### src/rtl/rate_seq_pkg.sv
`default_nettype none
// ============================================================================
// rate_seq_pkg : state encodings and width helper shared by the rate sequencer
// Revision     : 1.0
// ============================================================================
package rate_seq_pkg;

  typedef enum logic [1:0] {
    ST_IDLE  = 2'd0,
    ST_RUN   = 2'd1,
    ST_PAUSE = 2'd2
  } state_e;

  localparam int c_INC_W = 8;
  localparam int c_LED_W = 8;

  function automatic int clog2_f(input int value);
    int result;
    int span;
    result = 0;
    span   = 1;
    while (span < value) begin
      span   = span * 2;
      result = result + 1;
    end
    return result;
  endfunction

endpackage
`default_nettype wire

### src/rtl/step_accumulator.sv
`default_nettype none
// ============================================================================
// step_accumulator : phase accumulator with a one-cycle carry-out pulse
// Revision         : 1.0
// ============================================================================
module step_accumulator
  import rate_seq_pkg::*;
#(
  parameter int WIDTH = 32
) (
  input  logic               clk,
  input  logic               rst,
  input  logic               en,
  input  logic               clr,
  input  logic [c_INC_W-1:0] increment,
  output logic [WIDTH-1:0]   count,
  output logic               carry
);

  logic [WIDTH-1:0] r_count;
  logic             r_carry;
  logic [WIDTH:0]   w_sum;

  assign w_sum = {1'b0, r_count} + {{(WIDTH + 1 - c_INC_W){1'b0}}, increment};

  // Carry only lives for the cycle after the add that produced it.
  always_ff @(posedge clk or posedge rst) begin
    if (rst) begin
      r_count <= '0;
      r_carry <= 1'b0;
    end else if (clr) begin
      r_count <= '0;
      r_carry <= 1'b0;
    end else if (en) begin
      r_count <= w_sum[WIDTH-1:0];
      r_carry <= w_sum[WIDTH];
    end else begin
      r_carry <= 1'b0;
    end
  end

  assign count = r_count;
  assign carry = r_carry;

endmodule
`default_nettype wire

### src/rtl/rate_sequencer.sv
`default_nettype none
// ============================================================================
// rate_sequencer : steps an accumulator through a table of increments,
//                  dwelling a fixed number of wraps on each entry
// Revision       : 1.0
// ============================================================================
module rate_sequencer
  import rate_seq_pkg::*;
#(
  parameter int WIDTH = 32,
  parameter int DEPTH = 4,
  parameter int DWELL = 8,
  localparam int c_IDX_W = clog2_f(DEPTH)
) (
  input  logic               clk,
  input  logic               rst,
  input  logic [c_INC_W-1:0] switches,
  input  logic               load_stb,
  input  logic               run_stb,
  input  logic               pause_stb,
  input  logic               stop_stb,
  output logic [c_LED_W-1:0] led,
  output logic [1:0]         state,
  output logic [c_IDX_W-1:0] cur_idx,
  output logic               wrap
);

  localparam int                  c_DW_W       = clog2_f(DWELL + 1);
  localparam logic [c_DW_W-1:0]   c_DWELL_LAST = c_DW_W'(DWELL - 1);
  localparam logic [c_DW_W-1:0]   c_DW_ONE     = c_DW_W'(1);
  localparam logic [c_IDX_W:0]    c_NV_FULL    = (c_IDX_W + 1)'(DEPTH);
  localparam logic [c_IDX_W:0]    c_NV_ONE     = (c_IDX_W + 1)'(1);
  localparam logic [c_IDX_W-1:0]  c_IDX_ONE    = c_IDX_W'(1);

  state_e               r_state;
  logic [c_IDX_W-1:0]   r_cur_idx;
  logic [c_IDX_W-1:0]   r_wr_ptr;
  logic [c_IDX_W:0]     r_n_valid;
  logic [c_DW_W-1:0]    r_dwell;
  logic [c_INC_W-1:0]   r_table [DEPTH];

  logic [WIDTH-1:0]     w_acc;
  logic                 w_carry;
  logic                 w_acc_en;
  logic                 w_load_en;
  logic                 w_last_idx;
  logic                 w_last_dwell;
  logic [c_INC_W-1:0]   w_inc;

  // A load survives only when no higher-priority strobe shares its cycle.
  assign w_load_en    = (r_state == ST_IDLE) && load_stb && !stop_stb && !pause_stb && !run_stb;
  assign w_acc_en     = (r_state == ST_RUN) && !pause_stb && !stop_stb;
  assign w_inc        = r_table[r_cur_idx];
  assign w_last_idx   = ({1'b0, r_cur_idx} == (r_n_valid - c_NV_ONE));
  assign w_last_dwell = (r_dwell == c_DWELL_LAST);

  step_accumulator #(
    .WIDTH (WIDTH)
  ) u_acc (
    .clk       (clk),
    .rst       (rst),
    .en        (w_acc_en),
    .clr       (stop_stb),
    .increment (w_inc),
    .count     (w_acc),
    .carry     (w_carry)
  );

  always_ff @(posedge clk) begin
    if (w_load_en) begin
      r_table[r_wr_ptr] <= switches;
    end
  end

  always_ff @(posedge clk or posedge rst) begin
    if (rst) begin
      r_state   <= ST_IDLE;
      r_cur_idx <= '0;
      r_dwell   <= '0;
      r_wr_ptr  <= '0;
      r_n_valid <= '0;
    end else if (stop_stb) begin
      r_state   <= ST_IDLE;
      r_cur_idx <= '0;
      r_dwell   <= '0;
    end else begin
      case (r_state)
        ST_IDLE: begin
          if (!pause_stb && run_stb && (r_n_valid != '0)) begin
            r_state   <= ST_RUN;
            r_cur_idx <= '0;
            r_dwell   <= '0;
          end
          if (w_load_en) begin
            r_wr_ptr <= r_wr_ptr + c_IDX_ONE;
            if (r_n_valid != c_NV_FULL) begin
              r_n_valid <= r_n_valid + c_NV_ONE;
            end
          end
        end
        ST_RUN: begin
          if (w_carry) begin
            if (w_last_dwell) begin
              r_dwell   <= '0;
              r_cur_idx <= w_last_idx ? '0 : r_cur_idx + c_IDX_ONE;
            end else begin
              r_dwell <= r_dwell + c_DW_ONE;
            end
          end
          if (pause_stb) begin
            r_state <= ST_PAUSE;
          end
        end
        ST_PAUSE: begin
          if (pause_stb) begin
            r_state <= ST_RUN;
          end
        end
        default: begin
          r_state <= ST_IDLE;
        end
      endcase
    end
  end

  assign led     = w_acc[WIDTH-3 -: c_LED_W];
  assign state   = r_state;
  assign cur_idx = r_cur_idx;
  assign wrap    = w_carry;

endmodule
`default_nettype wire
### config.mk
export PLATFORM = sky130hd
export DESIGN_NAME = rate_sequencer
export DESIGN_NICKNAME = d
export VERILOG_FILES = /design/src/rtl/rate_seq_pkg.sv /design/src/rtl/step_accumulator.sv /design/src/rtl/rate_sequencer.sv
export SDC_FILE = /design/constraint.sdc
export NUM_CORES = 1
export LEC_CHECK = 0
export ABC_AREA = 0
export ABC_CLOCK_PERIOD_IN_PS = 2980
export CORE_UTILIZATION = 53
export DETAILED_ROUTE_END_ITERATION = 10
export GPL_TIMING_DRIVEN = 0
export PLACE_DENSITY = 0.75
export SLEW_MARGIN = 10
export SYNTH_ARGS = -nofsm -noshare
export SYNTH_HDL_FRONTEND = slang
export SYNTH_HIERARCHICAL = 1
export SYNTH_SLANG_ARGS = --single-unit
### constraint.sdc
create_clock -name clk -period 2.98 [get_ports clk]
set_input_delay 0.596 -clock clk [delete_from_list [all_inputs] [get_ports clk]]
set_output_delay 0.596 -clock clk [all_outputs]
set_load 0.05 [all_outputs]
# ---- Yosys cells after proc, flatten, opt, wreduce, memory -nomap -nowiden
# Memory sizes are Yosys's and may differ from the RTL's.
# Cells that the tools add are included.
# W data, S select, Z words.
dict set report totals {
  word_cells 67
  n_memories 1
  ram_bits 32
  out_inout_bits 13
  input_bits 14
  ff_bits 46
}
dict set report op_classes {
  n_mux 22
  n_reduce_logical 20
  addsub 6
  eq_ne 10
  n_bitwise 1
}
# name words word_bits rd rd_clocked_by_memory_dff wr line
set mem_list {}
lappend mem_list {r_table 4 8 1 0 1 rate_sequencer.sv:40} ;# logic [c_INC_W-1:0] r_table [DEPTH];
# operator n
set op_table {}
lappend op_table {{$mux W32} 2}
lappend op_table {{$add A32 B8 Y33} 1}
lappend op_table {{$mux W2} 9}
lappend op_table {{$mux W4} 4}
lappend op_table {{$ne A3 B3 Y1 const B} 4}
lappend op_table {{$reduce_and A3 Y1} 3}
lappend op_table {{$logic_and A1 B1 Y1} 8}
lappend op_table {{$pmux W4 S2} 1}
lappend op_table {{$reduce_and A4 Y1} 2}
lappend op_table {{$ne A3 B2 Y1 const B} 2}
lappend op_table {{$pmux W2 S3} 1}
lappend op_table {{$reduce_bool A3 Y1} 2}
lappend op_table {{$add A2 B1 Y2 const B} 2}
lappend op_table {{$add A4 B1 Y4 const B} 1}
lappend op_table {{$eq A4 B3 Y1 const B} 1}
lappend op_table {{$mux W1} 4}
lappend op_table {{$pmux W2 S2} 1}
lappend op_table {{$add A3 B1 Y3 const B} 1}
lappend op_table {{$eq A2 B3 Y1} 1}
lappend op_table {{$logic_not A1 Y1} 3}
lappend op_table {{$sub A3 B1 Y3 const B} 1}
lappend op_table {{$eq A2 B1 Y1 const B} 1}
lappend op_table {{$eq A2 B2 Y1 const B} 1}
lappend op_table {{$logic_not A2 Y1} 1}
lappend op_table {{other kinds (2)} 2}

# ---- Depth between registers and ports, before layout
dict set report logic_depth {
  ltp_word 7
  depth_mapped 11
}

# ---- By module
# Netlist, hierarchy kept.
# module cells_per_inst area_each_um2 seq_area_each_um2 n_inst
set by_module_without_submodules {}
lappend by_module_without_submodules {rate_sequencer 135 2063.2 1286.2 1}
lappend by_module_without_submodules {step_accumulator 216 2004.4 825.8 1}

# ---- Least setup slack after synthesis
# Ideal clock, no wire load.
dict set report synth_path {
  path_type {register to register}
  startpoint {reg r_cur_idx[0] (netlist: cur_idx[0])}
  endpoint {reg u_acc.r_count[19] (netlist: u_acc/count[19])}
  stages_incl_launch_ff 11
  setup_ps 78
  synth_period_minus_slack_ps 3574
  t_arrival_ps 3496
  setup_slack_ps -594
  path_cell_list {dfrtp_1 buf_2 mux4_2 ha_1 and3_1 or3b_1 buf_2 a21o_1 buf_6 or4_1 a21oi_1}
}
dict set report synth_between {
  elab_chain_cells 4
}
# item line
set synth_rtl {}
lappend synth_rtl {{start, declared} rate_sequencer.sv:36} ;# logic [c_IDX_W-1:0] r_cur_idx;
lappend synth_rtl {{start signal, assigned} rate_sequencer.sv:105} ;# r_cur_idx <= w_last_idx ? '0 : r_cur_idx + c_IDX_ONE;
lappend synth_rtl {{$mem_v2 Z4 W8} -}
lappend synth_rtl {{via w_inc[5]} rate_sequencer.sv:48} ;# logic [c_INC_W-1:0] w_inc;
lappend synth_rtl {{$add A32 B8 Y33} step_accumulator.sv:24} ;# assign w_sum = {1'b0, r_count} + {{(WIDTH + 1 - c_INC_W){1'b0}}, increment};
lappend synth_rtl {{$mux W32} step_accumulator.sv:34} ;# end else if (en) begin
lappend synth_rtl {{$mux W32} step_accumulator.sv:31} ;# end else if (clr) begin
lappend synth_rtl {{end signal, assigned} step_accumulator.sv:35} ;# r_count <= w_sum[WIDTH-1:0];
lappend synth_rtl {{end, declared} step_accumulator.sv:20} ;# logic [WIDTH-1:0] r_count;
# The timed path passes the listed nets, and every way through them passes these cells. The select of a mux whose other input is x is not followed.
# A chain may end at the register's enable or synchronous reset.

# ---- Worst setup path in the final report
dict set report layout_path {
  startpoint {reg r_cur_idx[0] (netlist: cur_idx[0])}
  endpoint {reg u_acc.r_count[17] (netlist: u_acc/count[17])}
}
# Same word-level chain as after synthesis.

==> run metrics <==
ant diodes 0; synthesized cell area 4068 um^2; syn nets about 380; Hold Crit Class reg -> reg; Post-synth EDFFs 32; Area Growth Syn to Fin 22.95%; gpl congestion just under 0.8; clk sinks 78; compound-cell area share of the yosys netlist 13.29%; failing checks setup timing; vias in the first global route between 2000 and 3000; RSZ-0062 raised after global routing true; CP delay by family, top simple AND/OR/NAND/NOR gates; Synth Instances 351; Leak Pwr approximately 1.9 nW; H-tree levels 3; crit path kind reg -> reg; main combinational cell family by area after synthesis simple AND/OR/NAND/NOR gates; max-slew violations 0; Top FF cell, synth dfrtp_1; Die Ht ~90 um; Synth Area in XOR/XNOR slightly below 4%; critical path cell sequence buf_8 > mux4_2 > ha_4 > and3_4 > or3b_4 > a21o_1 > buf_6 > or4_1 > a21oi_1; post-route setup slack -27.42 ps; row cnt 31; Avg Inst Size Synth ~12 um^2; CP max-delay cell mux4_2; Final Hold Viols 0; Yosys top cell area share 28.30%; multiplexer share of the synthesized area under 10%; Worst-Margin Slew 704.5 ps; core footprint approximately 7300 um^2; CP Launch Type register; clock latency on the worst-skew pair between 300 and 400 ps; Final #Nets between 400 and 500; Final Non-Filler Cells just over 500; Critical Path RT 3260 ps; Via Count roughly 3000; simple-gate share of the synthesized area between 10% and 20%; Relative slew margins 52.97%; pwr dens just under 500 nW/um^2; Critical Path AT approximately 3300 ps; Die ar. roughly 8000 um^2; Ys Warns 6; leading area contributor after synthesis dfrtp_1; VDD IR max ~450 uV; DRT Wirelength 8.586 mm; Max clock buf depth 2; Final setup viols 1; highest clock rate ~330 MHz; cts bufs inserted 9; antenna-violating nets left 0; # placed instances approximately 480; CTS root buffer clkbuf_8; number of library cell types mapped by synthesis 58; initial DRC count 132; # fillers 522; drt wl/cell approximately 17 um; Async SR Flop Fraction approximately three fifths; clock-pin slew on the worst setup and hold paths roughly 90 ps; critical-path maximum fanout 7; Post-DP HPWL between 5 and 6 mm; total iterations of the first detailed-routing run 4; Initial Util 55.49%; max cap viols 0; CP peak stage delay 560 ps; post-place setup slack -525.6 ps; global-route usage over all layers about 23%; Setup crit end kind register; proportion of layout cells with a drive suffix above 1 around a fifth; antenna violations before repair 0; synthesized flop and latch total a little under 80; Total Power 2.445 mW; vias per std cell a little under 6; post-layout min period 3007 ps; Die X 89.61 um; fin crit share 100.9%; pin count of the biggest net entering global routing 34; # DRC 0; io pins 27; Area contributors post-synth dfrtp_1 28%, edfxtp_1 24%, ha_1 4.9%, mux4_2 4.4%, a21oi_1 3.2%; Buffers on Ports 26; Buf/Inv on CP 2; Adder-Cell Fraction of Synth Area 5.414%; register area share after synthesis approximately half; CTS tree done; status finished, violations left; first-pass GRT wire length approximately 14 mm; total global routing overflow 0; Post-Route Skew 8.608 ps
-- per-layer routing --
metal  wire length (um)  global-route usage, %  part of all wire, %  up-vias
li1                   -                      -                    -     1415
met1               3776                  28.97                   44     1488
met2               4314                  37.67                   50       68
met3                320                  6.947                  3.7       18
met4                175                  9.380                  2.0        0
met5                  0                      0                    0        -
-- stage by stage --
stage	TNS (ps)	hold slack, ps	instance area [um^2]	util [%]
after floorplan	-1044	472.8	4126	-
after global placement	-7907	505.1	4511	61.53
after detailed placement	-8043	520.8	4511	61.53
after CTS	-101.9	545.1	4916	67.06
after global routing	-432.3	563.4	5001	68.22
final	-27.42	539.5	5001	68.22
-- registers in the layout, indices dropped and copies added, names as in the netlist --
register and count:
cur_idx 2, r_dwell 4, r_n_valid 3, r_table 32
r_wr_ptr 2, state 2, u_acc/carry 1, u_acc/count 32
-- cells by family (layout without fill, tap and decap cells) --
logic type | after synthesis | in the layout
DFF | 78 | 78
AOI/OAI and AO/OA | 83 | 83
xor gates and xnor gates | 18 | 18
adders and majority gates | 17 | 17
muxes | 14 | 14
buffers and inverters | 30 | 89
and+or+nand+nor | 111 | 111
-- path summary, 6_finish.rpt --
| kind | end | slack [ps] | from | cells after the start |
|---|---|---|---|---|
| hold / removal | u_acc/carry | 540 | u_acc/count[31] | 2 |
| setup reg to reg | u_acc/count[17] | -30 | cur_idx[0] | 9 |
| max in group asynchronous | u_acc/count[4] | 1820 | rst | 2 |
| min in group asynchronous | r_dwell[0] | 620 | rst | 2 |
| setup / recovery | u_acc/count[17] | -30 | cur_idx[0] | 9 |
| hold reg to reg | u_acc/carry | 540 | u_acc/count[31] | 2 |
-- cells in the final DEF (no fill, tap or decap), types with 3 or more instances in the layout --
cell              n
edfxtp_1         32
clkdlybuf4s50_1  25
nand2b_1          8
nand2_1          16
and4_1            4
nand4_1           6
clkbuf_8          9
ha_4              6
ha_1              9
clkbuf_1          5
a21o_1            5
dfrtp_1          44
xor2_1            7
o22ai_1           4
buf_6             4
inv_8             3
buf_4            20
nand3_1           7
or3_1             3
o31ai_1           9
a21oi_1          25
o211ai_1          3
inv_1            15
mux4_2            8
xnor2_1          11
nor2_1           19
nand3b_1          3
nor2b_1           9
or4_1            12
o21ai_0          12
a211oi_1          6
and2_1            6
-- worst min-delay path, cell delays in order, from the launching register on --
cell and delay [ps]:
dfrtp_1 400, nand2_1 60, nor4_1 50
-- cells in the mapped netlist, types with 9 or more instances --
cell type	count
dfrtp_1	46
edfxtp_1	32
a21oi_1	26
nor2_1	19
ha_1	16
inv_1	16
nand2_1	16
o21ai_0	13
or4_1	12
o31ai_1	11
xnor2_1	11
nand2b_1	9
nor2b_1	9
-- layout make-up --
type                            instances  area [um^2]  share of cell area [%]
Tap cell                               99        123.9                   2.477
Sequential cell                        78         2115                   42.28
Clock inverter                          7        88.84                   1.776
Clock buffer                            9        123.9                   2.477
Buffer                                 12        86.33                   1.726
Timing Repair Buffer                   45        405.4                   8.106
Multi-Input combinational cell        243         1998                   39.96
Inverter                               16        60.06                   1.201
-- power breakdown --
part / internal, mW / switching [mW] / total [mW]
clock network: 0.409 / 0.443 / 0.852
logic: 0.160 / 0.218 / 0.377
registers: 1.17 / 0.0436 / 1.22
-- repair_timing --
action,in CTS,in global routing
resized for setup,21,10
setup endpoints to repair,20,18
setup buffers,12,7
hold buffers,0,0
pin swaps,6,10
Power figures use the tool's default switching activity.
